**src/rtl/left_barrel_shifter_x7_8b.sv**
```systemverilog
// left_barrel_shifter_x7_8b: funnel left shifter (0..7) of in with fill from cin, registered output.
// Three log stages shift the 24-bit {0, in, cin} concatenation by 1, 2 and 4.
module left_barrel_shifter_x7_8b #(
   parameter int WIDTH = 8,
   parameter int SHW   = 3
) (
   input  logic             clk,
   input  logic             rst_n,
   input  logic             in_valid,
   input  logic [WIDTH-1:0] in,
   input  logic [WIDTH-1:0] cin,
   input  logic [SHW-1:0]   sh,
   output logic             out_valid,
   output logic [WIDTH-1:0] out,
   output logic [WIDTH-1:0] cout
);
   logic [3*WIDTH-1:0] st [SHW+1];
   logic [WIDTH-1:0]   out_d, out_q, cout_d, cout_q;
   logic               valid_q;
   // With sh=0 the middle word is in itself, so cin never reaches out.
   assign st[0] = {{WIDTH{1'b0}}, in, cin};
   for (genvar k = 0; k < SHW; k++) begin : g_stage
      assign st[k+1] = sh[k] ? st[k] << (1 << k) : st[k];
   end
   always_comb begin
      out_d  = in_valid ? st[SHW][2*WIDTH-1:WIDTH]   : out_q;
      cout_d = in_valid ? st[SHW][3*WIDTH-1:2*WIDTH] : cout_q;
   end
   always_ff @(posedge clk) begin
      if (!rst_n) begin
         out_q   <= '0;
         cout_q  <= '0;
         valid_q <= 1'b0;
      end else begin
         out_q   <= out_d;
         cout_q  <= cout_d;
         valid_q <= in_valid;
      end
   end
   assign out       = out_q;
   assign cout      = cout_q;
   assign out_valid = valid_q;
endmodule

```
**config.mk**
```make
export PLATFORM = sky130hd
export DESIGN_NAME = left_barrel_shifter_x7_8b
export DESIGN_NICKNAME = d
export VERILOG_FILES = /design/src/rtl/left_barrel_shifter_x7_8b.sv
export SDC_FILE = /design/constraint.sdc
export NUM_CORES = 1
export LEC_CHECK = 0
export BUFFER_PORTS_ARGS = -buffer_cell sky130_fd_sc_hd__buf_4
export CORE_MARGIN = 2
export CORE_UTILIZATION = 55
export CTS_BUF_LIST = sky130_fd_sc_hd__clkbuf_4
export CTS_CLUSTER_SIZE = 14
export DETAILED_ROUTE_END_ITERATION = 10
export GPL_TIMING_DRIVEN = 0
export PLACE_DENSITY = 0.93
export SLEW_MARGIN = 5
export SYNTH_ARGS = -nofsm -noshare
export SYNTH_HDL_FRONTEND = slang
export SYNTH_SLANG_ARGS = --single-unit
```
**constraint.sdc**
```tcl
create_clock -name clk -period 1.9 [get_ports clk]
set_input_delay 0.285 -clock clk [delete_from_list [all_inputs] [get_ports clk]]
set_output_delay 0.285 -clock clk [all_outputs]
set_load 0.02 [all_outputs]
```
## After elaboration in Yosys (flattened, before gate mapping)

Cells that the tools add are included.

- Bits in registers: 17
- Latch bits: 0
- Bits in writable memories: 0
- Bits in read-only memories: 0
- Input port bits: 22
- Output and inout port bits: 17
- Memories kept: 0

- Add/sub/neg operators: 0
- Multipliers: 0
- Divide/modulo/power cells: 0
- $lt $le $gt $ge: 0
- Eq/ne operators: 0
- Shift-type cells: 0
- Muxes and demuxes: 3
- Bitwise operators: 0
- Reductions and logical operators: 0

Operator list:

| kind | number |
|---|---|
| 23-bit 2-to-1 mux | 1 |
| 19-bit 2-to-1 mux | 1 |
| 17-bit 2-to-1 mux | 1 |

## Depth between registers and ports, before layout

- Depth in word-level cells: 3
- Mapped depth: 6
- Gate-level depth less buffers: 4

## Least setup slack after synthesis

Ideal clock, no wire load.

- Path type: input -> register
- Start: input sh[1]
- End: register cout_q[2] (netlist: cout[2])
- Library setup time: 0.131 ns
- Data arrival time: 1.188 ns
- Data required time: 1.769 ns
- Setup slack: 0.581 ns
- Stages: 5
- Path buffers: 1
- Cells stage by stage: buf_6 > mux2_4 > mux2_2 > a32oi_1 > a21oi_1

- Cells in the longest elaborated chain, start to end: 2

RTL lines:

| element | RTL line | source |
|---|---|---|
| start: declaration | 12 | `input logic [SHW-1:0] sh,` |
| 19-bit 2-to-1 mux | 23 | `assign st[k+1] = sh[k] ? st[k] << (1 << k) : st[k];` |
| 23-bit 2-to-1 mux | 23 |  |
| end signal: assignment | 36 | `cout_q <= cout_d;` |
| end: declaration | 18 | `logic [WIDTH-1:0] out_d, out_q, cout_d, cout_q;` |

No other way between the ends.
A chain may end at the register's enable or synchronous reset.

## Final worst setup path

Same ends and word-level chain as after synthesis.

==> impl.org <==
** Timing
- Final-layout setup total negative slack :: 0 ps
- Clk_skew :: 0 ps
- Setup repair after global routing missed its margin :: no
- Dividing the final minimum period by the clock period gives 0.628.
- Max-slew headroom :: 0.682
- At the pin with the least slew margin, the transition time is about 460 ps.
- Final Critical Period :: around 1200 ps
- Endpoints failing setup :: 0
- Final Worst Setup Slack :: 707 ps
- Max frequency :: 838 MHz
- WHS :: about 260 ps
- Max Transition Viols Final :: 0
- The number of hold violations in the final report is 0.

** Worst setup path
- The critical path runs through a total of 6 cells.
- Depth of the worst register-to-register path :: 2
- CP Max Fanout :: 10
- The worst setup path is launched from a primary input.
- Data arrival time of the critical path :: 1380 ps
- The cell family contributing the most delay on the critical path is multiplexers.
- STA puts the critical path data required time at around 2100 ps.
- Setup Crit Path Kind :: in -> reg
- Cells along the critical path :: buf_4 > buf_6 > mux2_4 > mux2_2 > a32oi_1 > a21oi_1
- Maximum cell stage delay along the critical path :: about 330 ps
- STA classifies the critical path endpoint as a flip-flop.
- Worst path slowest cell :: mux2_4
- Buffers and inverters on the worst path :: 2

** GRT
- Initial antenna violation count :: 0
- In the global route stage, overall resource usage came out at 0.272.
- Wire length of the first global-routing pass :: approximately 5000 um
- The via count of the first global-routing pass was roughly 1100.
- Entering global routing, the biggest net connects 11 pins.
- Sum of overflow across all layers after global routing :: 0

** Floorplan
- Floorplan row count :: 16
- In this run the vertical extent of the chip is approximately 48 um.
- Full die area :: about 0.0023 mm^2
- Core box area :: 0.00190 mm^2
- IO Pins :: 39
- From left edge to right edge, the die measures about 48 um.
- Starting Density :: 0.568

** Clocking
- Buffers inserted to repair hold after CTS numbered 0.
- CTS placed an instance of clkbuf_4 at the clock tree root.
- In this run the number of H-tree levels came out at 1.
- In this run, post-CTS repair resized a total of 0 instances.
- The clock reaches the later pin of the worst-skew pair after ~300 ps.
- Cts bufs inserted :: 3
- CTS saw 16 sinks.
- Post-CTS Setup Inserts :: 0
- Clock-pin slew was measured on the worst setup and hold paths at 90 ps.
- Bufs on Longest Clock Path :: 2
- CTS tree :: done

** Place
- Prior to clock tree synthesis, the placed netlist has a worst setup slack of 389 ps.
- Buffers on Ports :: 36
- Final GP Congestion :: 0.860
- Once detailed placement completed, the half-perimeter wirelength came to 2240 um.

** Finish
- Post-layout util :: 0.742
- In the final layout, flip-flops and latches occupy 320 um^2.
- Relative to the synthesized area, the layout overhead comes to 30.6%.
- Final Net Count :: between 150 and 200
- The repair_antennas step left the layout with diodes totalling 0.
- After filler insertion, the fill cell instance count of the layout stands at around 140.
- In the final layout, the share of cells above drive strength 1 is 0.360.
- In the final layout, the multi-input gates occupy 688 um^2.

** Logic synthesis
- Leading cell types by count after synthesis :: dfxtp_1, a21oi_1, o21ai_0
- Of the synthesized area, sequential elements account for 0.296.
- Synthesis produced a netlist whose cell count is ~120.
- Counting distinct cell types in the post-synthesis netlist gives 35.
- Count leader, synth :: dfxtp_1
- Register bit total from synthesis :: 16
- Of all flip-flops after synthesis, the portion carrying an async set or reset was 0.
- In this run the cell area of the synthesized design comes to around 0.0011 mm^2.
- Nets in the synthesized netlist :: 143
- Flip-flop cell with the highest count after synthesis :: dfxtp_1
- Library cell occupying the most area in the post-synthesis netlist :: dfxtp_1
- Number of synthesized flops with an enable pin :: 0
- Area fraction of the dominant cell type after synthesis :: 0.296
- Synth warnings :: 0
- By area the synthesized netlist is led by dfxtp_1, mux2_2, mux2i_1.
- Averaged over all synthesized cells, the footprint is slightly below 9 um^2.

** Drt
- The routed layout has 1135 vias.
- In this run, the number of DRC markers left after iteration 0 of detailed routing was 46.
- Total length of routed wires :: ~2900 um
- Post-route ant nets :: 0
- For this run, design rule violations remaining after detail routing come to 0.
- In the routed layout, each cell is associated on average with a via count of 6.04.
- The first detailed-routing pass took 5 iterations.
- Routed length per instance :: about 15 um

** Min path
- The path class of the tightest hold or removal check is in -> reg.
- Cell depth of the worst hold path :: 2

** Power
- Static Leakage :: between 0.0006 and 0.0007 uW
- Total power :: 846 uW
- Power spread over the standard cell area amounts to roughly 600 mW/mm^2.
- Maximum vdd ir drop :: just under 0.6 mV

** Job
- Max-cap violations in this run came to 0.

** Status
- Result of the run :: completed
-- layer usage --
metal / vias to the layer above / track usage / wire, um
met3: 11 / 0.0648 / 243
met2: 67 / 0.456 / 1310
met1: 514 / 0.333 / 1250
li1: 543 / - / -
met4: 0 / 0.114 / 74
met5: - / 0 / 0
-- worst paths after layout --
kind / from / to / slack (ps)
max reg2reg: out[2]$_SDFFE_PN0P_ / out[2]$_SDFFE_PN0P_ / 1150
min: rst_n / cout[6]$_SDFFE_PN0P_ / 260
max: sh[1] / cout[2]$_SDFFE_PN0P_ / 710
min reg2reg: cout[6]$_SDFFE_PN0P_ / cout[6]$_SDFFE_PN0P_ / 520
-- registers in the layout (all words and copies together), names as in the netlist --
register / flops
cout: 7
out_valid: 1
out: 8
-- layout by cell type, fill, tap and decap left out, drive strengths merged --
master	instances
nor2	6
dfxtp	16
or2	1
o21ai	9
a22oi	3
o221ai	5
o22ai	4
clkbuf	6
or2b	1
nand2	5
nand4	1
nor2b	8
inv	3
a221o	2
mux2i	7
buf	42
a211o	1
o21a	1
a311o	1
nand3	1
o2bb2ai	3
a2111oi	2
and2	3
clkinv	1
o221a	1
nand2b	1
a21oi	9
o22a	1
conb	1
a211oi	3
a32oi	1
mux2	12
-- power by group --
| group | internal, uW | leakage, uW | switching [uW] |
|---|---|---|---|
| combinational | 136 | 0.000471 | 144 |
| clock | 76.9 | 0.0000154 | 120 |
| sequential | 358 | 0.000132 | 11.4 |
-- final cells by class --
type / count / area share
timing repair buffer: 36 / 0.191
clock buffer: 3 / 0.0160
sequential: 16 / 0.227
multi-input combinational: 93 / 0.488
buffer: 9 / 0.0434
tap: 27 / 0.0239
inverter: 3 / 0.00798
clock inverter: 1 / 0.00266
-- cells by family after synthesis --
group	share of synthesized area
multiplexers	0.200
buffers and inverters	0.0671
AND/OR/NAND/NOR	0.134
AO/OA/AOI/OAI	0.299
flip-flops	0.296
other	0.00347
-- metrics by stage --
step	instances	cell area, um^2
after floorplan	121	1080
after global placement	184	1390
after detailed placement	184	1390
after CTS	188	1410
after global routing	188	1410
final	188	1410
(Power assumes the default switching activity.)
